[config.mk]
export PLATFORM = sky130hd
export DESIGN_NAME = ctrl_pipe
export DESIGN_NICKNAME = d
export VERILOG_FILES = /design/src/rtl/ctrl_pipe.sv
export SDC_FILE = /design/constraint.sdc
export NUM_CORES = 1
export LEC_CHECK = 0
export CORE_MARGIN = 2
export CORE_UTILIZATION = 44
export CTS_CLUSTER_SIZE = 12
export DETAILED_ROUTE_END_ITERATION = 16
export PLACE_DENSITY = 0.77
export REMOVE_ABC_BUFFERS = 1
export SYNTH_ARGS = -nofsm -noshare
export SYNTH_HDL_FRONTEND = slang
export SYNTH_SLANG_ARGS = --single-unit
[constraint.sdc]
create_clock -name clk -period 1.7 [get_ports clk]
set_input_delay 0.34 -clock clk [delete_from_list [all_inputs] [get_ports clk]]
set_output_delay 0.34 -clock clk [all_outputs]
set_load 0.02 [all_outputs]
[src/rtl/ctrl_pipe.sv]
// Control-signal pipeline ID/EX -> EX/MEM -> MEM/WB; one cycle per stage, all banks hold when en=0.
// Load-use hazards raise a combinational stall and insert one bubble; flush bubbles ID/EX and EX/MEM.
module ctrl_pipe #(
  parameter int REG_AW = 5
) (
  input  logic              clk,
  input  logic              arst_n,
  input  logic              en,
  input  logic [1:0]        id_alu_op,
  input  logic              id_reg_dst,
  input  logic              id_alu_src,
  input  logic              id_branch,
  input  logic              id_jump,
  input  logic              id_mem_read,
  input  logic              id_mem_write,
  input  logic              id_mem_2_reg,
  input  logic              id_reg_write,
  input  logic [REG_AW-1:0] id_rs,
  input  logic [REG_AW-1:0] id_rt,
  input  logic [REG_AW-1:0] id_rd,
  input  logic              flush,
  output logic [1:0]        ex_alu_op,
  output logic              ex_alu_src,
  output logic              ex_reg_dst,
  output logic [REG_AW-1:0] ex_dest,
  output logic              mem_branch,
  output logic              mem_jump,
  output logic              mem_mem_read,
  output logic              mem_mem_write,
  output logic              mem_mem_2_reg,
  output logic              mem_reg_write,
  output logic [REG_AW-1:0] mem_dest,
  output logic              wb_mem_2_reg,
  output logic              wb_reg_write,
  output logic [REG_AW-1:0] wb_dest,
  output logic              stall
);

  // rs is only consumed by the hazard compare in ID, so it is not carried into EX.
  typedef struct packed {
    logic [1:0]        alu_op;
    logic              alu_src;
    logic              reg_dst;
    logic              branch;
    logic              jump;
    logic              mem_read;
    logic              mem_write;
    logic              mem_2_reg;
    logic              reg_write;
    logic [REG_AW-1:0] rt;
    logic [REG_AW-1:0] rd;
  } id_ex_t;

  typedef struct packed {
    logic              branch;
    logic              jump;
    logic              mem_read;
    logic              mem_write;
    logic              mem_2_reg;
    logic              reg_write;
    logic [REG_AW-1:0] dest;
  } ex_mem_t;

  typedef struct packed {
    logic              mem_2_reg;
    logic              reg_write;
    logic [REG_AW-1:0] dest;
  } mem_wb_t;

  id_ex_t  id_ex_q, id_ex_d;
  ex_mem_t ex_mem_q, ex_mem_d;
  mem_wb_t mem_wb_q, mem_wb_d;

  always_comb begin
    id_ex_d           = '0;
    id_ex_d.alu_op    = id_alu_op;
    id_ex_d.alu_src   = id_alu_src;
    id_ex_d.reg_dst   = id_reg_dst;
    id_ex_d.branch    = id_branch;
    id_ex_d.jump      = id_jump;
    id_ex_d.mem_read  = id_mem_read;
    id_ex_d.mem_write = id_mem_write;
    id_ex_d.mem_2_reg = id_mem_2_reg;
    id_ex_d.reg_write = id_reg_write;
    id_ex_d.rt        = id_rt;
    id_ex_d.rd        = id_rd;

    ex_mem_d           = '0;
    ex_mem_d.branch    = id_ex_q.branch;
    ex_mem_d.jump      = id_ex_q.jump;
    ex_mem_d.mem_read  = id_ex_q.mem_read;
    ex_mem_d.mem_write = id_ex_q.mem_write;
    ex_mem_d.mem_2_reg = id_ex_q.mem_2_reg;
    ex_mem_d.reg_write = id_ex_q.reg_write;
    ex_mem_d.dest      = ex_dest;

    mem_wb_d           = '0;
    mem_wb_d.mem_2_reg = ex_mem_q.mem_2_reg;
    mem_wb_d.reg_write = ex_mem_q.reg_write;
    mem_wb_d.dest      = ex_mem_q.dest;
  end

  // Writes to $0 never create a dependency, so a load into rt=0 does not stall.
  assign stall = id_ex_q.mem_read && (id_ex_q.rt != '0) &&
                 ((id_ex_q.rt == id_rs) || (id_ex_q.rt == id_rt)) && !flush;

  always_ff @(posedge clk or negedge arst_n) begin
    if (!arst_n) begin
      id_ex_q  <= '0;
      ex_mem_q <= '0;
      mem_wb_q <= '0;
    end else if (en) begin
      mem_wb_q <= mem_wb_d;
      if (flush) begin
        id_ex_q  <= '0;
        ex_mem_q <= '0;
      end else begin
        ex_mem_q <= ex_mem_d;
        id_ex_q  <= stall ? '0 : id_ex_d;
      end
    end
  end

  assign ex_alu_op     = id_ex_q.alu_op;
  assign ex_alu_src    = id_ex_q.alu_src;
  assign ex_reg_dst    = id_ex_q.reg_dst;
  assign ex_dest       = id_ex_q.reg_dst ? id_ex_q.rd : id_ex_q.rt;

  assign mem_branch    = ex_mem_q.branch;
  assign mem_jump      = ex_mem_q.jump;
  assign mem_mem_read  = ex_mem_q.mem_read;
  assign mem_mem_write = ex_mem_q.mem_write;
  assign mem_mem_2_reg = ex_mem_q.mem_2_reg;
  assign mem_reg_write = ex_mem_q.reg_write;
  assign mem_dest      = ex_mem_q.dest;

  assign wb_mem_2_reg  = mem_wb_q.mem_2_reg;
  assign wb_reg_write  = mem_wb_q.reg_write;
  assign wb_dest       = mem_wb_q.dest;

endmodule

# ---- Yosys cells after proc, flatten, opt, wreduce, memory -nomap -nowiden
# Index checks and enable logic that the tools add are counted.
dict set report op_classes {
  eq_ne 2
  n_mux 4
  n_reduce_logical 6
}
# operator n
set ops {}
lappend ops {{$mux W20} 2}
lappend ops {{$mux W11} 1}
lappend ops {{$eq A5 B5 Y1} 2}
lappend ops {{$mux W5} 1}
lappend ops {{$reduce_bool A5 Y1} 1}
lappend ops {{$logic_and A1 B1 Y1} 3}
lappend ops {{$logic_not A1 Y1} 1}
lappend ops {{$logic_or A1 B1 Y1} 1}
dict set report word_totals {
  out_inout_bits 28
  regBits 38
  word_cells 33
  input_bits 29
}

# ---- Longest topological paths before layout
# Gate-level depths: netlist (run 1).
dict set report depth {
  word_depth 6
  depth_mapped 6
}

# ---- Worst setup path after synthesis (run 1)
# No wires, ideal clock.
dict set report synth_timing {
  path_kind {reg-to-output}
  from {reg id_ex_q[8] (netlist name)}
  to {out stall}
  required_ns 1.360
  path_buffers 0
  stages_incl_launch_ff 4
  slack_ns -0.020
  t_arrival_ns 1.380
  path_cell_list {dfrtp_1 -> or4_1 -> o21ai_2 -> and2b_1}
}
dict set report synth_via {
  elab_chain_cells 4
}
# element line_no
set synth_lines {}
lappend synth_lines {{start, declared} 70} ;# id_ex_t id_ex_q, id_ex_d;
lappend synth_lines {{start signal, assigned} 119} ;# id_ex_q <= stall ? '0 : id_ex_d;
lappend synth_lines {{$eq A5 B5 Y1 / $reduce_bool A5 Y1 (equally long branches)} {105, 104}}
lappend synth_lines {{$logic_or A1 B1 Y1 / $logic_and A1 B1 Y1 (equally long branches)} {105, 104}}
lappend synth_lines {{$logic_and A1 B1 Y1 (*)} 104} ;# assign stall = id_ex_q.mem_read && (id_ex_q.rt != '0) &&
lappend synth_lines {{$logic_and A1 B1 Y1 (*)} 105} ;# ((id_ex_q.rt == id_rs) || (id_ex_q.rt == id_rt)) && !flush;
lappend synth_lines {{end, declared} 36} ;# output logic stall
# Mark *: on every way between the ends. The rest lies on a longest branch, timed or not.

# ---- Worst setup path in the final report (run 1)
dict set report layout_timing {
  from {reg id_ex_q[5] (netlist name)}
  to {out stall}
}
# Same word-level chain as after synthesis.

==> results of run 1 <==
==> area by class of cell <==
cell class	instances	area share, %
sequential	38	33.4
inverter	10	1.31
multi-input combinational	173	35.9
clock buffer	7	3.02
clock inverter	1	0.175
tap	54	2.36
timing repair buffer	72	23.8
==> cell families (layout without fill, tap and decap cells) <==
logic type / count (synthesis) / count (layout) / share of synthesized area (%)
flip-flops: 38 / 38 / 44.6
multiplexers: 13 / 13 / 6.86
XOR/XNOR: 10 / 10 / 4.11
buffers and inverters: 33 / 90 / 7.92
AND/OR/NAND/NOR: 98 / 98 / 24.1
AO/OA/AOI/OAI: 52 / 52 / 12.4
==> cell usage after synthesis, types with 2 or more instances <==
| master | n |
|---|---|
| o21ai_0 | 26 |
| nor2b_1 | 21 |
| nand3b_1 | 5 |
| nand2_1 | 22 |
| nand3_1 | 2 |
| clkbuf_1 | 9 |
| inv_1 | 10 |
| nor2_1 | 20 |
| mux2_2 | 13 |
| xnor2_1 | 10 |
| buf_4 | 7 |
| a21oi_1 | 20 |
| buf_6 | 2 |
| or2_2 | 20 |
| o21ai_1 | 4 |
| dfrtp_1 | 38 |
| buf_2 | 3 |
| nand2b_1 | 6 |
| buf_1 | 2 |
==> timing repair <==
action / CTS / global route
resized for setup: 29 / 6
setup buffers: 4 / 1
hold buffers: 0 / 0
endpoints found under the setup margin: 7 / 5
gates cloned: 0 / 0
pin swaps: 0 / 2
==> cell usage in the layout (no fill, tap or decap) <==
master and instances:
clkdlybuf4s50_1 47, dfrtp_1 36, o21ai_0 26, nand2_1 22, nor2b_1 21, or2_2 20, nor2_1 20, a21oi_1 20
buf_4 13, mux2_2 12, xnor2_1 10, inv_1 10, nand2b_1 6, clkbuf_8 6, buf_2 6, nand3b_1 5
o21ai_1 4, buf_6 3, nand3_1 2, dfrtp_2 2, buf_12 2, or4_4 1, o21ai_2 1, o22ai_2 1
and2b_1 1, mux2_4 1, clkbuf_1 1, clkinv_2 1, dlygate4sd2_1 1
==> critical path, cell delays in order (launching register included) <==
cell and delay [ps]:
dfrtp_1 370, or4_4 530, o21ai_2 150, and2b_1 210, buf_6 130
==> worst max-delay path by stage <==
stage / endpoint / slack, ps
6_report: stall / -320
5_1_grt: stall / -390
4_1_cts: stall / -350
3_5_place_dp: stall / -690
3_3_place_gp: stall / -670
2_1_floorplan: stall / -360
==> power breakdown <==
part / internal [W] / switching [W]
clock: 0.000327 / 0.000297
combinational: 0.000427 / 0.000399
sequential: 0.00102 / 0.0000658
==> per-layer routing <==
layer	vias to the layer above	wire (um)	global-route usage [%]
met1	809	2030	22.5
met4	0	27	3.64
met3	4	232	4.39
met2	49	2160	31.5
met5	-	0	0
li1	895	-	-
==> metrics by stage <==
stage          TNS [ps]  utilization (%)  instance area [um2]  hold WS (ps)  instances
6_report           -323             60.9                 2860         -5.51        355
5_1_grt            -403             60.9                 2860          19.8        355
4_1_cts            -417             60.6                 2840          4.10        355
3_5_place_dp      -2890             58.3                 2740           312        343
3_3_place_gp      -1900             58.3                 2740           314        343
2_1_floorplan      -357                -                 2000          44.4        221
==> reports/summary.md, run 1 <==
In this run the worst setup path begins at id_ex_q[5]$_DFFE_PN0P_. The synthesis-stage register bit count came out at 38. The share of synthesized area in the top cell type comes to 44.6%. The required time at the worst-slack endpoint was 1360 ps. The quantity of I/O buffers inserted on ports was 56.

Largest register by flop count: id_ex_q. The power per unit of standard cell area works out to 889 nW/um2. The logs give 45.5% for the initial standard-cell utilization of the core and 0 for the count of warnings emitted by yosys.

Clock-pin slew was measured on the worst setup and hold paths at 80 ps. The worst path in the final design needs a cycle of 2020 ps, including I/O delays and setup. Summing every instance area after synthesis gives 2130 um2. The largest total area in the synthesized netlist belongs to dfrtp_1.

For the total routing usage reported by global routing, the log shows 18.0%. Compared with the post-synthesis result, the final layout area differs by 34.0%. TritonCTS built the clock tree. The run gives 494 MHz as the highest achievable clock rate.

After layout, the worst path uses 119% of the clock period. The max-slew violation total from the final report came out at 0. The tools report the via count of the first global-routing pass as 1,686.

By area the synthesized netlist is led by dfrtp_1, mux2_2, nor2b_1. The logs give 10.4 ps for the final setup skew and 5420 um2 for the die area. The average instance area after synthesis works out to 8.74 um2. After detailed routing, the number of vias per cell comes to 4.95.

After detailed routing, the number of remaining DRC violations is 0. Clock buffer count from CTS: 5. Number of enable-type register cells in the synthesized netlist: 0. The clock tree root driver cell was clkbuf_8.

The tools report the number of nets with antenna violations after routing as 0. The final setup slack of the worst path came out at -323 ps. The buffer depth of the longest clock path is 2. Kind of critical path: reg -> out. In this run the tightest slew margin relative to its limit is 70.4%. The worst setup path is captured at a primary output.

The tools report the number of antenna violations at the first check in global routing as 0. Across the run, the number of max-cap violations was 0. The largest fanout of any net on the critical path works out to 2. The checks that failed: hold timing, setup timing.

For the number of standard cells after synthesis, the log shows 244. The H-tree depth reported by CTS came out at 2. The run gives 0.00254 W as the total power of the final layout. The final hold slack is -5.51 ps. The count of final setup violators came out at 1.

The global-route wire length before repair is 7620 um, and the register-to-register setup slack is 80 ps. The most used flip-flop cell after synthesis is dfrtp_1. For this run the aggregate overflow at the end of global routing stands at 0. STA puts the critical path data arrival time at 1680 ps. In this run the critical register-to-register path is captured at ex_reg_dst$_DFFE_PN0P_. STA classifies the critical path startpoint as a flip-flop. The run gives 25 as the row count.

The fraction of final layout cells with drive strength greater than 1 was 22.9%; the multi-input gate area in the final layout was 1030 um2. The worst min-delay path class is in -> async. For the pin with the worst max-slew slack, the measured transition is 444 ps. Summed over all nets, the half-perimeter wirelength after detailed placement is 2980 um. The synthesized netlist contains 23 unique library cells. Timing analysis after detailed placement gives a worst setup slack of -692 ps. The sequential fraction of the synthesis area was 44.6%; the area used by sequential logic in the layout was 953 um2. The flip-flop count of the largest register, all copies and words added was 10; the placer's final routability congestion estimate was 0.791.

The first TritonRoute pass finished after 4 iterations. The total routed wirelength was 4450 um; the largest net degree at the start of global routing was 65. After the first detailed-routing iteration, the DRC count stood at 96. In the final routed layout, each cell accounts on average for 12.5 um.

The logs give 1.22 nW for the leakage dissipation and 417 uV for the largest vdd supply drop. The startpoint identified for the worst register-to-register timing path is id_ex_q[5]$_DFFE_PN0P_. The cell depth of the worst flop-to-flop path is 5, and the insertion delay of the later-clocked pin in the worst-skew pair is 280 ps.

In this run the standard cell core region covers 4690 um2. The floorplan step set the die width to 73.6 um. The overall die height came out at 73.6 um. The run finished, with violations left. At the end of the flow, the number of nets in the layout was 329.

The final count of hold timing violations was 16; the number of inserted filler cells in the final layout was 418. Setup repair after global routing could not meet its margin everywhere. After synthesis, the share of flip-flops with an asynchronous set or reset is 100%. The number of inserted diodes is 0. The total via count in the routed design was 1,757. The run gives 38 as the clock sink total. 57 I/O pins were placed.
No activity file was read; power rests on OpenSTA's default activity.
==> run 2: changes to the inputs <==
ABC_AREA = 1   (was unset)
ABC_CLOCK_PERIOD_IN_PS = 1700   (was unset)
CORE_UTILIZATION = 42   (was 44)
PLACE_DENSITY = 0.75   (was 0.77)
==> run 2 against run 1 <==
Compared with the run above: the flow finishes with violations (setup timing); register-to-register slack improved by 170 ps; flip-flop and latch count did not move; critical path type is now in -> out; die area fell by 4.3%.
==> reports/summary.md, run 2 <==
The overall die height was 72.0 um (was 73.6 um); the portion of total power attributed to combinational logic was 20.3% (was 32.5%). The count of final setup violators is 1 (unchanged), and the largest fanout of any net on the critical path is 2 (unchanged). Switching part of the total: 25.9% (was 30.0%). The flip-flop count of the largest register, all copies and words added is 10 (unchanged), and the insertion delay of the later-clocked pin in the worst-skew pair is 300 ps (was 280 ps). The tools report the number of antenna violations at the first check in global routing as 0 (unchanged). The number of inserted diodes was 0 (unchanged); the row count was 24 (was 25). The run gives 1360 ps (about the same) as the required time at the worst-slack endpoint. The worst hold path was traced through 2 stages. The buffer depth of the longest clock path was 2 (unchanged).

The cell-internal power is 0.00181 W (was 0.00178 W). The clock tree root driver cell is clkbuf_8 (unchanged). The run gives 4 (unchanged) as the number of optimization iterations in the first detailed-route pass.

The flow ran to the end, but the final reports show violations. The main flop type after synthesis was dfrtp_1 (unchanged). The max-slew violation total from the final report was 0 (unchanged). The commonest non-fill, non-tap cell in the layout was nand2_1 (was clkdlybuf4s50_1). The detailed-route vias per instance works out to 4.44 (was 4.95). The total standard cell area after synthesis is 1940 um2 (was 2130 um2). The number of nets with antenna violations after routing came out at 0 (unchanged). Largest register by flop count: id_ex_q (unchanged). The area used by sequential logic in the layout was 955 um2 (was 953 um2). The tools report the initial detailed-routing violation count as 98 (was 96). The tools report the area of the placeable core as 4410 um2 (was 4690 um2). The H-tree depth reported by CTS was 2 (unchanged); the part of the total power dissipated in sequential elements was 41.9% (was 42.9%). The count of max-cap constraint violations came out at 0 (unchanged). Total DRC errors in the routed layout: 0 (unchanged). Worst min-delay path class: reg -> reg (was in -> async). The die width was 72.0 um (was 73.6 um); the largest net degree at the start of global routing was 25 (was 65).

The tools report the reg-to-reg critical path startpoint as id_ex_q[6]$_DFFE_PN0P_ (was id_ex_q[5]$_DFFE_PN0P_). The share of flip-flops with an asynchronous set or reset after synthesis is 100% (unchanged). For the half-perimeter wire length after detailed placement, the log shows 3160 um (was 2980 um). The transition time at the pin with the least slew margin was 443 ps (was 444 ps).

Endpoint of the worst-slack reg-to-reg timing path: id_ex_q[5]$_DFFE_PN0P_ (was ex_reg_dst$_DFFE_PN0P_). The average instance area after synthesis came out at 7.14 um2 (was 8.74 um2). The final count of hold timing violations is 0 (was 16).

Most frequent cells in the layout: nand2_1, clkdlybuf4s50_1, dfrtp_1 (was clkdlybuf4s50_1, dfrtp_1, o21ai_0). The net count reported at finish was 371 (was 329); the final period utilization was 104% (was 119%). The number of top-level pins came out at 57 (unchanged).

Final setup slack of the worst path: -73.1 ps (was -323 ps). Highest achievable clock rate: 564 MHz (was 494 MHz). Total routed wirelength: 4300 um (was 4450 um). Final setup skew: 7.65 ps (was 10.4 ps). The logs give 0.000633 W (was 0.000762 W) for the power dissipated by switching net loads and 420 (was 418) for the number of inserted filler cells in the final layout.

The final hold slack was 473 ps (was -5.51 ps). The library cell with the largest summed area after synthesis is dfrtp_1 (unchanged). The total via count in the routed design was 1,754 (was 1,757). Worst slew margin relative to its limit: 70.5% (was 70.4%). The arrival time at the worst endpoint was 1430 ps (was 1680 ps); the area share of the leading cell type in the synthesized netlist was 48.9% (was 44.6%). The multi-input gate area in the final layout came out at 742 um2 (was 1030 um2). The time the worst path needs with I/O delays and setup works out to 1770 ps (was 2020 ps). The power per unit of standard cell area is 870 nW/um2 (was 889 nW/um2), and the synthesis-to-finish area growth is 44.4% (was 34.0%). For the cell total after placement, the log shows 383 (was 343). The tools report the element type at the critical path end as a primary output (unchanged).

List of most frequent post-synthesis cells: nand2_1, dfrtp_1, inv_1 (was dfrtp_1, o21ai_0, nand2_1). The placer's final routability congestion estimate is 0.741 (was 0.791). The largest vdd supply drop is 440 uV (was 417 uV), and the cell depth of the worst flop-to-flop path is 9 (was 5). The run gives 37.7% (was 24.6%) as the clock network power share. The kind of critical path is in -> out (was reg -> out).

The quantity of I/O buffers inserted on ports came out at 56 (unchanged). Sequential fraction of the synthesis area: 48.9% (was 44.6%). The synthesis-stage register bit count was 38 (unchanged); the clock slew at the register clock pins of the worst setup and hold paths was 80 ps (about the same). The tools report the beginning of the worst hold path as wb_mem_2_reg$_DFFE_PN0P_. Violated checks: setup timing (was hold timing, setup timing). TritonCTS built the clock tree. The run gives 44.0% (was 45.5%) as the initial standard-cell utilization of the core. The clock sink total came out at 38 (unchanged).

The total routing usage reported by global routing was 18.5% (was 18.0%). The most numerous cell in the Yosys netlist was nand2_1 (was dfrtp_1). Type of element launching the critical path: a primary input (was a flip-flop). For the register-to-register setup slack, the log shows 250 ps (was 80 ps). The worst hold path terminates at wb_mem_2_reg$_DFFE_PN0P_. The leakage dissipation was 1.58 nW (was 1.22 nW); the global-route wire length before repair was 7490 um (was 7620 um). Number of enable-type register cells in the synthesized netlist: 0 (unchanged). The logs give 0 (unchanged) for the count of warnings emitted by yosys and 17 (was 23) for the number of library cell types mapped by synthesis. Area contributors post-synth: dfrtp_1, nand2_1, inv_1 (was dfrtp_1, mux2_2, nor2b_1).

The final instance count without filler cells is 395 (was 355), and the clock buffer count from CTS is 5 (unchanged). The run gives 272 (was 244) as the number of standard cells after synthesis. The final global-route overflow total is 0 (unchanged), and the average routed wire per standard cell is 10.9 um (was 12.5 um). The fraction of final layout cells with drive strength greater than 1 was 16.9% (was 22.9%).

The via count of the first global-routing pass was 1,709 (was 1,686). Setup repair after global routing could not meet its margin everywhere. The run gives 5190 um2 (was 5420 um2) as the die area.
## run 2: cell type report
cell class	count	share of cell area [%]
Sequential cell	38	34.0
Timing Repair Buffer	82	27.2
Multi-Input combinational cell	177	26.4
Inverter	38	5.08
Clock buffer	5	2.45
Clock inverter	3	2.45
Tap cell	52	2.32
## run 2: worst max-delay path: stages
cell and delay (ps):
clkdlybuf4s50_1 470, inv_1 40, nand2_1 50, nand2_1 50
nor2_1 90, nand3_1 70, nand2_1 90, nand2_2 70
inv_2 60, buf_6 100
## run 2: per-layer routing
metal,track usage [%],share of wire (%),up-vias
met5,0,0,-
li1,-,-,927
met2,32.0,49,44
met1,22.8,44,774
met4,7.76,1.6,0
met3,3.33,5.2,9
## run 2: how the worst max path moves through the flow
stage | startpoint | end | depth (start not counted)
after floorplan | id_ex_q[9]$_DFFE_PN0P_ | stall | 6
final | id_rs[4] | stall | 10
after CTS | id_rs[0] | stall | 10
after global routing | id_ex_q[6]$_DFFE_PN0P_ | stall | 9
after detailed placement | id_rt[3] | stall | 10
after global placement | id_rt[3] | stall | 10
## run 2: power by group through the flow
stage | clock [W] | sequential (W) | combinational, W
after floorplan | 0 | 0.00108 | 0.000157
after global placement | 0 | 0.00104 | 0.000484
after detailed placement | 0 | 0.00104 | 0.000492
after CTS | 0.000937 | 0.00102 | 0.000489
after global routing | 0.000971 | 0.00103 | 0.000550
final | 0.000921 | 0.00102 | 0.000496
## run 2: through the flow
stage,setup WS (ps),total power (W),cell area (um2),utilization (%),TNS (ps)
finish,-73.1,0.00244,2810,63.6,-73.1
global route,-157,0.00255,2810,63.6,-157
CTS,-129,0.00245,2770,62.6,-129
detailed placement,-624,0.00153,2620,59.3,-3330
global placement,-613,0.00152,2620,59.3,-2880
floorplan,201,0.00124,1810,-,0
## run 2: what timing repair did
action	CTS	global route
setup buffers	2	1
hold buffers	1	0
hold endpoints to repair	6	0
endpoints found under the setup margin	7	5
gates cloned	0	0
pin swaps	5	8
gates resized for setup	38	17
## run 2: kinds of logic after synthesis
logic type	count (synthesis)	synth area share, %
simple gates	164	33.0
buf+inv	57	14.4
flops	38	48.9
compound gates	11	2.83
xor+xnor	2	0.902
==> run 3: changes to the inputs <==
CORE_UTILIZATION = 55   (was 42)
DONT_BUFFER_PORTS = 1   (was unset)
PLACE_DENSITY = 0.73   (was 0.75)
==> run 3 against run 2 <==
Compared with the run above: the run still ends with setup timing left; flip-flop and latch count did not move; first-iteration DRC count shrank 29%; worst setup slack better by 43 ps; critical path depth fell by 3; combinational power fell by 50%; critical endpoint unchanged.
==> reports/summary.md, run 3 (same netlist as run 2, synthesis figures left out) <==
The flow ran to the end, but the final reports show violations. Violated checks: setup timing (unchanged). The count of final setup violators is 1 (unchanged). The number of antenna violations at the first check in global routing is 0 (unchanged), and the count of max-cap constraint violations is 0 (unchanged). The number of optimization iterations in the first detailed-route pass was 4 (unchanged); the switching part of the total was 27.9% (was 25.9%). The type of element launching the critical path is a flip-flop (was a primary input). The half-perimeter wire length after detailed placement came out at 2570 um (was 3160 um). Time the worst path needs with I/O delays and setup: 1730 ps (was 1770 ps). The portion of total power attributed to combinational logic is 12.8% (was 20.3%), and the row count is 21 (was 24). The tools report the placer's final routability congestion estimate as 0.824 (was 0.741). The arrival time at the worst endpoint is 1390 ps (was 1430 ps), and the via count of the first global-routing pass is 1,554 (was 1,709). The max-slew violation total from the final report is 0 (unchanged), and the cell-internal power is 0.00141 W (was 0.00181 W). Worst slew margin relative to its limit: 65.6% (was 70.5%). The clock network power share is 32.4% (was 37.7%), and the final setup skew is 8.79 ps (was 7.65 ps). The tools report the number of top-level pins as 57 (unchanged).

The clock slew at the register clock pins of the worst setup and hold paths is 110 ps (was 80 ps), and the final core utilization is 61.2% (was 63.6%). The tools report the power dissipated by switching net loads as 0.000543 W (was 0.000633 W). The buffer depth of the longest clock path was 2 (unchanged). The fraction of final layout cells with drive strength greater than 1 was 10.3% (was 16.9%). The transition time at the pin with the least slew margin is 512 ps (was 443 ps). The die width was 63.4 um (was 72.0 um). The logs give 21.4% (was 18.5%) for the total routing usage reported by global routing and 1360 ps (about the same) for the required time at the worst-slack endpoint. The run gives 39 (was 25) as the largest net degree at the start of global routing.

The final period utilization is 102% (was 104%). Final global-route overflow total: 0 (unchanged). The tools report the highest achievable clock rate as 578 MHz (was 564 MHz).

The final count of hold timing violations was 0 (unchanged). Commonest non-fill, non-tap cell in the layout: nand2_1 (unchanged). The synthesis-to-finish area growth works out to 5.92% (was 44.4%). The total power of the final layout was 0.00195 W (was 0.00244 W); the detailed-route vias per instance was 4.80 (was 4.44). Element type at the critical path end: a primary output (unchanged). The largest fanout of any net on the critical path is 6 (was 2), and the final instance count without filler cells is 318 (was 395).

Net count reported at finish: 301 (was 371). For the final setup slack of the worst path, the log shows -30.5 ps (was -73.1 ps). The number of nets with antenna violations after routing came out at 0 (unchanged). Setup repair after global routing could not meet its margin everywhere. Cell depth of the worst flop-to-flop path: 9 (unchanged). The initial detailed-routing violation count was 70 (was 98). The H-tree depth reported by CTS was 2 (unchanged); the average routed wire per standard cell was 12.1 um (was 10.9 um). The hold path depth came out at 1 (was 2).

Total negative slack for setup checks: -30.5 ps (was -73.1 ps). TritonCTS built the clock tree. The largest register by flop count is id_ex_q (unchanged). The multi-input gate area in the final layout was 716 um2 (was 742 um2); the global-route wire length before repair was 6690 um (was 7490 um). The power per unit of standard cell area was 947 nW/um2 (was 870 nW/um2). The total via count in the routed design is 1,525 (was 1,754). For the number of inserted filler cells in the final layout, the log shows 324 (was 420).

The run gives 1.22 nW (was 1.58 nW) as the leakage dissipation. The area of the placeable core was 3360 um2 (was 4410 um2). Die area: 4020 um2 (was 5190 um2). Initial standard-cell utilization of the core: 57.8% (was 44.0%). Largest vdd supply drop: 506 uV (was 440 uV). Kind of critical path: reg -> out (was in -> out). The total routed wirelength was 3860 um (was 4300 um); the total DRC errors in the routed layout was 0 (unchanged). The flip-flop count of the largest register, all copies and words added was 10 (unchanged); the area used by sequential logic in the layout was 953 um2 (was 955 um2). The number of inserted diodes is 0 (unchanged), and the clock sink total is 38 (unchanged). For the part of the total power dissipated in sequential elements, the log shows 54.8% (was 41.9%).

The run gives 350 ps (was 300 ps) as the insertion delay of the later-clocked pin in the worst-skew pair. The run gives 5 (unchanged) as the clock buffer count from CTS. The worst slack after detailed placement is 274 ps (was -624 ps), and the overall die height is 63.4 um (was 72.0 um). The quantity of I/O buffers inserted on ports came out at 0 (was 56). For the cell total after placement, the log shows 308 (was 383). Most frequent cells in the layout: nand2_1, dfrtp_1, inv_1 (was nand2_1, clkdlybuf4s50_1, dfrtp_1). The clock tree root driver cell is clkbuf_4 (was clkbuf_8). Worst min-delay path class: in -> reg (was reg -> reg).
==> run 3: cell count changes in the layout (fill, tap and decap cells not counted), sizes merged, moves of 3 or more <==
cell           change
dlygate4sd2        -5
clkdlybuf4s50     -41
dlymetal6s2s       -3
buf               -20
==> run 3: metrics by stage <==
| step | hold slack [ps] | instance area (um2) |
|---|---|---|
| 2_1_floorplan | 44.4 | 1810 |
| 3_3_place_gp | 45.1 | 1930 |
| 3_5_place_dp | 45.1 | 1930 |
| 4_1_cts | 82.2 | 2060 |
| 5_1_grt | 79.1 | 2060 |
| 6_report | 85.3 | 2060 |
==> run 3: repair_timing <==
item,in CTS,in global routing
hold buffers,2,0
resized for setup,5,3
setup endpoints to repair,2,2
endpoints found under the hold margin,38,0
buffers inserted,1,0
==> run 3: worst paths after layout <==
path                                                 to                     from  slack, ps
worst min-delay path            mem_dest[3]$_DFFE_PN0P_                       en         90
worst min register to register  ex_mem_d[8]$_DFFE_PN0P_  ex_mem_d[8]$_DFFE_PN0P_        490
worst max register to register   id_ex_q[2]$_DFFE_PN0P_   id_ex_q[6]$_DFFE_PN0P_        250
worst max-delay path                              stall   id_ex_q[5]$_DFFE_PN0P_        -30
min in group asynchronous        wb_dest[1]$_DFFE_PN0P_                   arst_n        470
max in group asynchronous        id_ex_q[5]$_DFFE_PN0P_                   arst_n       1010
==> run 3: critical path, cell delays in order (launching register included) <==
cell and delay [ps]:
dfrtp_2 460, nor2_2 110, nor2_1 50, nor2_1 90, nand3_1 90, nand2_1 90
nand2_2 80, inv_4 80
==> run 3: layer usage <==
| metal | routed length, um | vias up | GRT usage (%) |
|---|---|---|---|
| li1 | - | 789 | - |
| met1 | 1700 | 689 | 25.0 |
| met2 | 1860 | 40 | 36.1 |
| met3 | 253 | 7 | 6.79 |
| met4 | 52 | 0 | 9.24 |
| met5 | 0 | - | 0 |
==> run 3: power by group through the flow <==
stage          clock network [W]  logic, W  registers [W]
3_3_place_gp                   0  0.000216        0.00108
3_5_place_dp                   0  0.000220        0.00109
4_1_cts                 0.000641  0.000252        0.00107
5_1_grt                 0.000677  0.000289        0.00108
6_report                0.000632  0.000249        0.00107
2_1_floorplan                  0  0.000157        0.00108
==> run 3: area by class of cell <==
cell class	count	share of cell area, %
Multi-Input combinational cell	177	34.8
Tap cell	46	2.80
Inverter	38	7.05
Timing Repair Buffer	12	5.11
Clock inverter	1	1.46
Sequential cell	38	46.3
Clock buffer	6	2.49
